--- config.mk ---
export PLATFORM = sky130hd
export DESIGN_NAME = stream_demux
export DESIGN_NICKNAME = d
export VERILOG_FILES = /design/src/rtl/mips_pkg.sv /design/src/rtl/xfer_counter.sv /design/src/rtl/stream_demux.sv
export SDC_FILE = /design/constraint.sdc
export NUM_CORES = 1
export LEC_CHECK = 0
export ABC_AREA = 1
export ABC_CLOCK_PERIOD_IN_PS = 3400
export BUFFER_PORTS_ARGS = -buffer_cell sky130_fd_sc_hd__clkbuf_2
export CAP_MARGIN = 15
export CORE_ASPECT_RATIO = 0.8
export CORE_MARGIN = 3
export CORE_UTILIZATION = 32
export CTS_BUF_LIST = sky130_fd_sc_hd__clkbuf_2 sky130_fd_sc_hd__clkbuf_4 sky130_fd_sc_hd__clkbuf_8
export DETAILED_ROUTE_END_ITERATION = 10
export GPL_TIMING_DRIVEN = 0
export SYNTH_ARGS = -nofsm -noshare
export SYNTH_HDL_FRONTEND = slang
export SYNTH_HIERARCHICAL = 1
export SYNTH_SLANG_ARGS = --single-unit
--- constraint.sdc ---
create_clock -name clk -period 3.4 [get_ports clk]
set_input_delay 0.17 -clock clk [delete_from_list [all_inputs] [get_ports clk]]
set_output_delay 0.17 -clock clk [all_outputs]
set_load 0.005 [all_outputs]
--- src/rtl/mips_pkg.sv ---
// Shared constants and types for the stream demultiplexer datapath.
package mips_pkg;
  localparam int DEFAULT_DATA_WIDTH = 32;
  localparam int DEFAULT_CNT_WIDTH  = 16;

  localparam logic ST_EMPTY = 1'b0;
  localparam logic ST_FULL  = 1'b1;
  localparam logic DEST_0   = 1'b0;
  localparam logic DEST_1   = 1'b1;

  typedef enum logic {
    STATE_EMPTY = ST_EMPTY,
    STATE_FULL  = ST_FULL
  } state_t;
endpackage

--- src/rtl/xfer_counter.sv ---
// Free-running transfer counter; wraps silently modulo 2^CNT_WIDTH.
module xfer_counter
  import mips_pkg::*;
#(
  parameter int CNT_WIDTH = DEFAULT_CNT_WIDTH
) (
  input  logic                 clk,
  input  logic                 rst_n,
  input  logic                 inc,
  output logic [CNT_WIDTH-1:0] count
);

  always_ff @(posedge clk or negedge rst_n) begin
    if (!rst_n) begin
      count <= '0;
    end else if (inc) begin
      count <= count + 1'b1;
    end
  end

endmodule

--- src/rtl/stream_demux.sv ---
// Registered 1-to-2 valid/ready demultiplexer with one holding register and
// per-destination transfer counters.
module stream_demux
  import mips_pkg::*;
#(
  parameter int DATA_WIDTH = DEFAULT_DATA_WIDTH,
  parameter int CNT_WIDTH  = DEFAULT_CNT_WIDTH
) (
  input  logic                  clk,
  input  logic                  rst_n,
  input  logic [DATA_WIDTH-1:0] in_data,
  input  logic                  in_sel,
  input  logic                  in_valid,
  output logic                  in_ready,
  output logic [DATA_WIDTH-1:0] out_0_data,
  output logic                  out_0_valid,
  input  logic                  out_0_ready,
  output logic [DATA_WIDTH-1:0] out_1_data,
  output logic                  out_1_valid,
  input  logic                  out_1_ready,
  output logic [CNT_WIDTH-1:0]  cnt_0,
  output logic [CNT_WIDTH-1:0]  cnt_1
);

  state_t                state_reg;
  logic [DATA_WIDTH-1:0] data_reg;
  logic                  sel_reg;

  logic full;
  logic drain;
  logic accept;

  assign full = (state_reg == STATE_FULL);

  // Only the addressed destination's ready can drain the held beat.
  assign drain    = full && ((sel_reg == DEST_1) ? out_1_ready : out_0_ready);
  assign in_ready = !full || drain;
  assign accept   = in_valid && in_ready;

  always_ff @(posedge clk or negedge rst_n) begin
    if (!rst_n) begin
      state_reg <= STATE_EMPTY;
      data_reg  <= '0;
      sel_reg   <= DEST_0;
    end else if (accept) begin
      state_reg <= STATE_FULL;
      data_reg  <= in_data;
      sel_reg   <= in_sel;
    end else if (drain) begin
      state_reg <= STATE_EMPTY;
    end
  end

  assign out_0_data  = data_reg;
  assign out_1_data  = data_reg;
  assign out_0_valid = full && (sel_reg == DEST_0);
  assign out_1_valid = full && (sel_reg == DEST_1);

  xfer_counter #(
    .CNT_WIDTH(CNT_WIDTH)
  ) u_cnt_0 (
    .clk  (clk),
    .rst_n(rst_n),
    .inc  (out_0_valid && out_0_ready),
    .count(cnt_0)
  );

  xfer_counter #(
    .CNT_WIDTH(CNT_WIDTH)
  ) u_cnt_1 (
    .clk  (clk),
    .rst_n(rst_n),
    .inc  (out_1_valid && out_1_ready),
    .count(cnt_1)
  );

endmodule

Yosys cells after proc, flatten, opt, wreduce, memory -nomap -nowiden
Cells that the tools add are included.
W data, S select, Z words.

storage, ports and cells
  register bits = 66
  bits of input ports = 38
  output and inout port bits = 99

cells by class
  add/subtract/negate cells = 2
  muxes and demuxes = 3
  bitwise operators = 1
  reduce and logical (&&, ||, !) cells = 9

operators by type and width
  operator                 number
  $add A16 B1 Y16 const B  2
  $logic_and A1 B1 Y1      6
  $mux W1                  3
  $reduce_bool A2 Y1       1
  $logic_not A1 Y1         1
  $logic_or A1 B1 Y1       1
  $not A1 Y1               1

Logic depth before layout (Yosys ltp)
Gate-level depths: netlist of the first run.

  word-level depth = 5
  depth in mapped cells = 10
  depth with buffers taken out = 9

Modules after synthesis
The synthesis of the first run kept the hierarchy.

modules (own cells, without submodules)
  module        instances  cells each  area each (um2)
  stream_demux  1          191         1704.1
  xfer_counter  2          97          813.3

Worst setup path after synthesis of the first run
OpenSTA, ideal clock, no wires.

  path type = flip-flop to flip-flop
  from = register sel_reg
  to = register u_cnt_0.count[8]
  arrival = 1252 ps
  required time = 3275 ps
  slack = 2022 ps
  cell stages (with the launch flop) = 9
  buffers on the path = 1
  period minus slack after synthesis = 1378 ps
  cell sequence = dfrtp_1 > inv_2 > nand2_2 > nor2_1 > buf_4 > nand3_1 > nor2_2 > nand2_1 > xnor2_1

between the ends
  longest elaborated chain between the ends = 3

ends and longest elaborated chain
  what                    line                source
  from (decl)             stream_demux.sv:27  logic sel_reg;
  from (signal assigned)  stream_demux.sv:48  sel_reg <= in_sel;
  $not A1 Y1              stream_demux.sv:56  assign out_0_valid = full && (sel_reg == DEST_0);
  $logic_and A1 B1 Y1     stream_demux.sv:56
  $logic_and A1 B1 Y1     stream_demux.sv:64  .inc (out_0_valid && out_0_ready),
  to (signal assigned)    xfer_counter.sv:17  count <= count + 1'b1;
  to (decl)               xfer_counter.sv:10  output logic [CNT_WIDTH-1:0] count

Every way passes these cells.
A chain may end at the register's enable or synchronous reset.

Worst setup path in the final report of the first run
  from = register sel_reg
  to = register u_cnt_0.count[15]

Same word-level chain as after synthesis.

==> flow_summary.toml, run 1 <==
[worst_setup_path]
worst-setup-path-type = "flop to flop"
startpoint_type = "flop"
crit_path_cell_trace = "inv_2 > nand2_2 > nor2_1 > buf_4 > inv_2 > nor2_1 > nand4_1 > nor2_1 > nor2_1"
path_common_cell = "nor2_1"
cp_num_buf_inv = 3
crit_arrival_ns = 1.83
cp-end-kind = "flop"
slowest_stage = "dfrtp_1"
crit_path_max_incr_delay_ns = 0.45
crit_path_max_fanout = 9
crit_required_ns = 3.63
critPathTopFamily = "simple AND/OR/NAND/NOR gates"

[cells_and_area]
drive_gt1_share_pct = 39.3
layout_common_cells = "clkbuf_2 (134), nand2_1 (118), dfrtp_1 (66)"
synthToLayoutAreaGrowth_pct = 32.2
fill_cells = 989
final_common_cell = "clkbuf_2"
largest_register_ff_count = 32
n_antenna_cell = 0
fin_util_pct = 44.5
stdcell_count = 673
fin_nets = 573
stdcell_area_um2 = 4400

[global_route]
antenna_found_initial = 0
overflow = 0
grt_util_all_layers_pct = 14.2
grt_pass1_wl_mm = 13.4
grt_max_degree = 36
grt_pass1_vias = 2702

[drt]
ant_nets = 0
remaining_drc_errors = 0
drt_iter0_drc = 91
via_count = 2937
firstDrtPassIters = 4
wirelength_mm = 7.98
wire_per_inst_um = 11.9
viasPerCell = 4.36

[sta]
finalHoldViolations = 0
whs_ns = 0.0499
skew_ns = 0.00440
fmax_ghz = 0.624
finalCriticalPeriod_ns = 1.60
maxSlewHeadroom_pct = 68.8
worstMarginPinSlew_ns = 0.469
setup-violations-final = 0
maxSlewViolCount = 0
fin_setup_tns_ns = 0
rsz0062_at_grt = "no"
worst_slack_ns = 1.80
min_period_over_period_pct = 47.1

[synth]
yosys_register_bits = 66
avgSynthCellArea_um2 = 8.65
synth_compound_area_share_pct = 0
synth_cells = 385
ys.flop_type = "dfrtp_1"
ys_seq_area_share_pct = 49.6
synthAdderAreaFrac_pct = 0.751
async_reset_ff_share_pct = 100
yosysWarningCount = 6
syn-cell-area_um2 = 3330
yosys.cell_types.count = 21
synth_xor_area_share_pct = 5.79
synth_mux_area_share_pct = 0
syn_nets = 425
yosys.area_share.simple_pct = 29.9
synth_top_family_by_area = "simple AND/OR/NAND/NOR gates"
synth_edf_count = 0

[place]
place_inst = 657
dp_hpwl_mm = 6.14
placed_cell_area_um2 = 4200
dp_worst_setup_slack_ns = 1.79
globalplace.congestion = 0.821
port_buffers = 135

[pwr]
finalPower_mw = 2.84
p_leak_nw = 2.45
power_density_nw_per_um2 = 645
vdd_drop_max_mv = 0.280

[outcome]
status = "completed"

[clock_network]
clock_latency_ns = 0.34
cts_root_buf = "clkbuf_8"
cts_buffer_depth = 2
cts_made_buffers = 9
cts.sinks = 66
cts_tree = "done"
htreeDepth = 3
clkSlewWorstSetupHoldPaths_ns = 0.07
post_cts_buffers = 0
ctsResizeCount = 0
hold_buffers = 1

[die]
rows = 32
coreArea_um2 = 9890
die_area_um2 = 11700
die_y_um = 97.3
io_pins = 137
initial_core_util_pct = 33.7
die-width_um = 120

[run]
cap_violations = 0

[hold_path]
hold_class = "input pin to flop"
-- Yosys cell counts, types with 3 or more instances --
library cell  instances  area, um2
xor2_1                8       70.1
dfrtp_1              66       1650
nand2_1             118        443
xnor2_1              14        123
nor2_1               25       93.8
nand3_2               8       80.1
nand4_1              10       62.6
inv_2                 3       11.3
nand3_1              48        240
buf_6                 6       67.6
inv_1                30        113
buf_4                35        263
-- per-layer routing --
| layer | part of all wire (%) | wire length [um] | global-route usage, % |
|---|---|---|---|
| met5 | 0 | 0 | 0 |
| met4 | 1.4 | 113 | 5.63 |
| met3 | 6.1 | 483 | 3.96 |
| met1 | 46 | 3640 | 18.4 |
| met2 | 47 | 3750 | 22.2 |
-- power breakdown --
part | internal [mW] | switching [mW] | total (mW)
clock network | 0.369 | 0.287 | 0.656
logic | 0.547 | 0.459 | 1.01
registers | 0.975 | 0.202 | 1.18
-- layout make-up --
type,instances,area [um2],area share (%)
Sequential cell,66,1650,37.5
Timing Repair Buffer,137,708,16.1
Buffer,44,343,7.79
Multi-Input combinational cell,242,1210,27.5
Clock buffer,12,153,3.47
Inverter,33,124,2.81
Tap cell,136,170,3.87
Clock inverter,3,40.0,0.910
-- worst reg2reg max path, cell delays in order (launching register included) --
cell	delay [ns]
dfrtp_1	0.45
inv_2	0.11
nand2_2	0.07
nor2_1	0.11
buf_4	0.19
inv_2	0.06
nor2_1	0.18
nand4_1	0.16
nor2_1	0.11
nor2_1	0.05
-- kinds of logic after synthesis --
kind of cell	Yosys count
AND/OR/NAND/NOR	218
buffers and inverters	77
flip-flops	66
XOR/XNOR	22
adder cells (fa/ha/maj)	2
-- worst paths after layout --
kind,slack [ns],cells after the start,end,startpoint
max,1.80,9,u_cnt_0/count[15],sel_reg
min,0.05,3,out_0_data[16],in_data[16]
max reg2reg,1.80,9,u_cnt_0/count[15],sel_reg
min reg2reg,0.50,2,out_0_data[0],out_0_data[0]
max in group asynchronous,2.51,3,out_0_data[5],rst_n
min in group asynchronous,0.34,2,out_0_data[12],rst_n
Note: power is estimated with default switching activity, not from simulation.
==> inputs of run 2 (changes only) <==
--- a/config.mk
+++ b/config.mk
@@ -5,8 +5,8 @@
 export SDC_FILE = /design/constraint.sdc
 export NUM_CORES = 1
 export LEC_CHECK = 0
-export ABC_AREA = 1
-export ABC_CLOCK_PERIOD_IN_PS = 3400
+export ABC_AREA = 0
+export ABC_CLOCK_PERIOD_IN_PS = 1300
 export BUFFER_PORTS_ARGS = -buffer_cell sky130_fd_sc_hd__clkbuf_2
 export CAP_MARGIN = 15
 export CORE_ASPECT_RATIO = 0.8
==> constraint.sdc (replaced) <==
create_clock -name clk -period 1.3 [get_ports clk]
set_input_delay 0.065 -clock clk [delete_from_list [all_inputs] [get_ports clk]]
set_output_delay 0.065 -clock clk [all_outputs]
set_load 0.005 [all_outputs]
==> run 2 against run 1 <==
The flow now finishes with violations (negative setup slack). First-iteration DRC count shrank 27%. Hold slack better by 0.049 ns. Sequential power is 140% higher. Wire length decreased by 6.5%. Setup slack lost 2.1 ns. Synthesized area decreased by 11%. Die area shrank 10%. Clock skew increased by 0.0027 ns. Register-to-register slack got worse by 2.1 ns. Highest routed layer unchanged. Synthesized cell count fell by 41%. Critical path type unchanged.
==> flow_summary.toml, run 2 <==
[outcome]
status = "finished, violations left"
violations = "negative setup slack"

[pwr]
p_leak_nw = 2.45
power_density_nw_per_um2 = 1360
vdd_drop_max_mv = 0.802

[drt]
drt_iter0_drc = 66
ant_nets = 0
wire_per_inst_um = 13.8
wirelength_mm = 7.46
viasPerCell = 4.33
firstDrtPassIters = 4
remaining_drc_errors = 0
via_count = 2340

[synth]
syn-cell-area_um2 = 2970
synth_cells = 226
yosys_register_bits = 66
yosysTopAreaCellShare_pct = 55.7
synthTopCellsByArea = "dfrtp_1 (56%), mux2_2 (12%), buf_4 (8.1%)"
synth_common_cells = "dfrtp_1 (66), buf_4 (32), mux2_2 (32)"
ys_seq_area_share_pct = 55.7
synth_top_cell_by_area = "dfrtp_1"
synth_edf_count = 0
yosysMostFrequentCell = "dfrtp_1"
yosys.cell_types.count = 27
ys.flop_type = "dfrtp_1"
avgSynthCellArea_um2 = 13.1
async_reset_ff_share_pct = 100
yosysWarningCount = 6
syn_nets = 266

[cells_and_area]
final_common_cell = "clkbuf_2"
synthToLayoutAreaGrowth_pct = 57.3
largest_register_ff_count = 32
stdcell_area_um2 = 4660
fill_cells = 749
drive_gt1_share_pct = 61.2
fin_nets = 464
layout_common_cells = "clkbuf_2 (135), dfrtp_1 (61), buf_4 (41)"
fin_util_pct = 53.3
n_antenna_cell = 0

[global_route]
grt_util_all_layers_pct = 14.7
overflow = 0
grt_max_degree = 62
grt_pass1_wl_mm = 12.3
grt_pass1_vias = 2432
antenna_found_initial = 0

[worst_setup_path]
startpoint_type = "flop"
crit_required_ns = 1.55
worst-setup-path-type = "flop to flop"
crit_arrival_ns = 1.81
crit_path_max_fanout = 5
cp-end-kind = "flop"

[die]
die_y_um = 92.1
die-width_um = 114
initial_core_util_pct = 33.9
io_pins = 137
die_area_um2 = 10500
coreArea_um2 = 8750
rows = 30

[place]
dp_worst_setup_slack_ns = -0.431
port_buffers = 136
globalplace.congestion = 0.710
dp_hpwl_mm = 5.03
placed_cell_area_um2 = 3860

[clock_network]
cts_tree = "done"
clock_latency_ns = 0.32
htreeDepth = 3
cts_made_buffers = 9
cts_root_buf = "clkbuf_8"
cts.sinks = 66
cts_buffer_depth = 2
clkSlewWorstSetupHoldPaths_ns = 0.07

[sta]
finalHoldViolations = 0
maxSlewHeadroom_pct = 77.3
whs_ns = 0.0985
worstMarginPinSlew_ns = 0.340
min_period_over_period_pct = 120
setup-violations-final = 56
skew_ns = 0.00706
rsz0062_at_grt = "yes"
finalCriticalPeriod_ns = 1.56
fmax_ghz = 0.643
worst_slack_ns = -0.256
maxSlewViolCount = 0

[hold_path]
hold_class = "input pin to flop"

[run]
cap_violations = 0
## run 2: cell count changes in the layout (fill, tap and decap cells not counted), moves of 6 or more
cell,change
nor2_1,-22
inv_1,-28
mux2_4,+9
dlygate4sd3_1,+34
mux2_2,+23
buf_4,+6
nand3_1,-41
nand2_1,-107
## run 2: worst paths after layout
kind	from	end	slack [ns]	depth (start not counted)
max in group asynchronous	rst_n	full	0.65	3
min in group asynchronous	rst_n	out_0_data[23]	0.11	2
setup / recovery	sel_reg	u_cnt_0/count[8]	-0.26	7
hold reg to reg	u_cnt_0/count[15]	u_cnt_0/count[15]	0.47	1
hold / removal	in_valid	sel_reg	0.1	3
setup reg to reg	sel_reg	u_cnt_0/count[8]	-0.26	7
## run 2: kinds of logic after synthesis
| family | share of synthesized area (%) |
|---|---|
| flops | 55.7 |
| simple gates | 10.6 |
| buf+inv | 9.62 |
| mux | 13.2 |
| xor+xnor | 8.86 |
| compound gates | 1.14 |
| fa+ha+maj | 0.844 |
## run 2: power breakdown
group	leakage, nW	internal, mW	total [mW]	switching, mW
registers	0.811	2.42	2.85	0.432
logic	1.54	1.15	1.81	0.657
clock network	0.103	0.965	1.69	0.725
total	2.45	4.54	6.35	1.81
## run 2: final cells by class
type	instances	area, um2	share of cell area (%)
Timing Repair Buffer	187	1200	25.6
Clock buffer	12	153	3.27
Sequential cell	66	1660	35.5
Inverter	3	11.3	0.241
Tap cell	112	140	3.00
Buffer	35	290	6.22
Multi-Input combinational cell	122	1180	25.2
Clock inverter	3	40.0	0.858
## run 2: metrics by stage
stage | total power [mW] | setup TNS, ns | instances
6_report | 6.35 | -10.38 | 540
5_1_grt | 6.80 | -14.69 | 540
4_1_cts | 6.43 | -10.86 | 536
3_5_place_dp | 4.52 | -18.09 | 475
3_3_place_gp | 4.47 | -39.39 | 474
2_1_floorplan | 3.69 | -7.06 | 226
## run 2: routing by layer
| metal | track usage (%) | wire [um] | vias up |
|---|---|---|---|
| li1 | - | - | 1134 |
| met1 | 18.4 | 3210 | 1110 |
| met2 | 24.6 | 3620 | 87 |
| met3 | 4.49 | 543 | 9 |
| met4 | 4.20 | 85 | 0 |
| met5 | 0 | 0 | - |
## run 2: worst max-delay path, cell delays in order, from the launching register on
cell and delay [ns]:
dfrtp_2 0.46, nor2_4 0.13, and2_4 0.16, nand4_4 0.15, buf_6 0.17, nor2_4 0.10
and3_1 0.17, xor2_1 0.14
## run 2: what timing repair did
action | CTS | global route
hold buffers | 35 | 0
resized for setup | 26 | 10
pin swaps | 18 | 13
endpoints found under the setup margin | 55 | 60
buffers inserted | 11 | 4
hold endpoints to repair | 100 | 0
gates cloned | 0 | 0
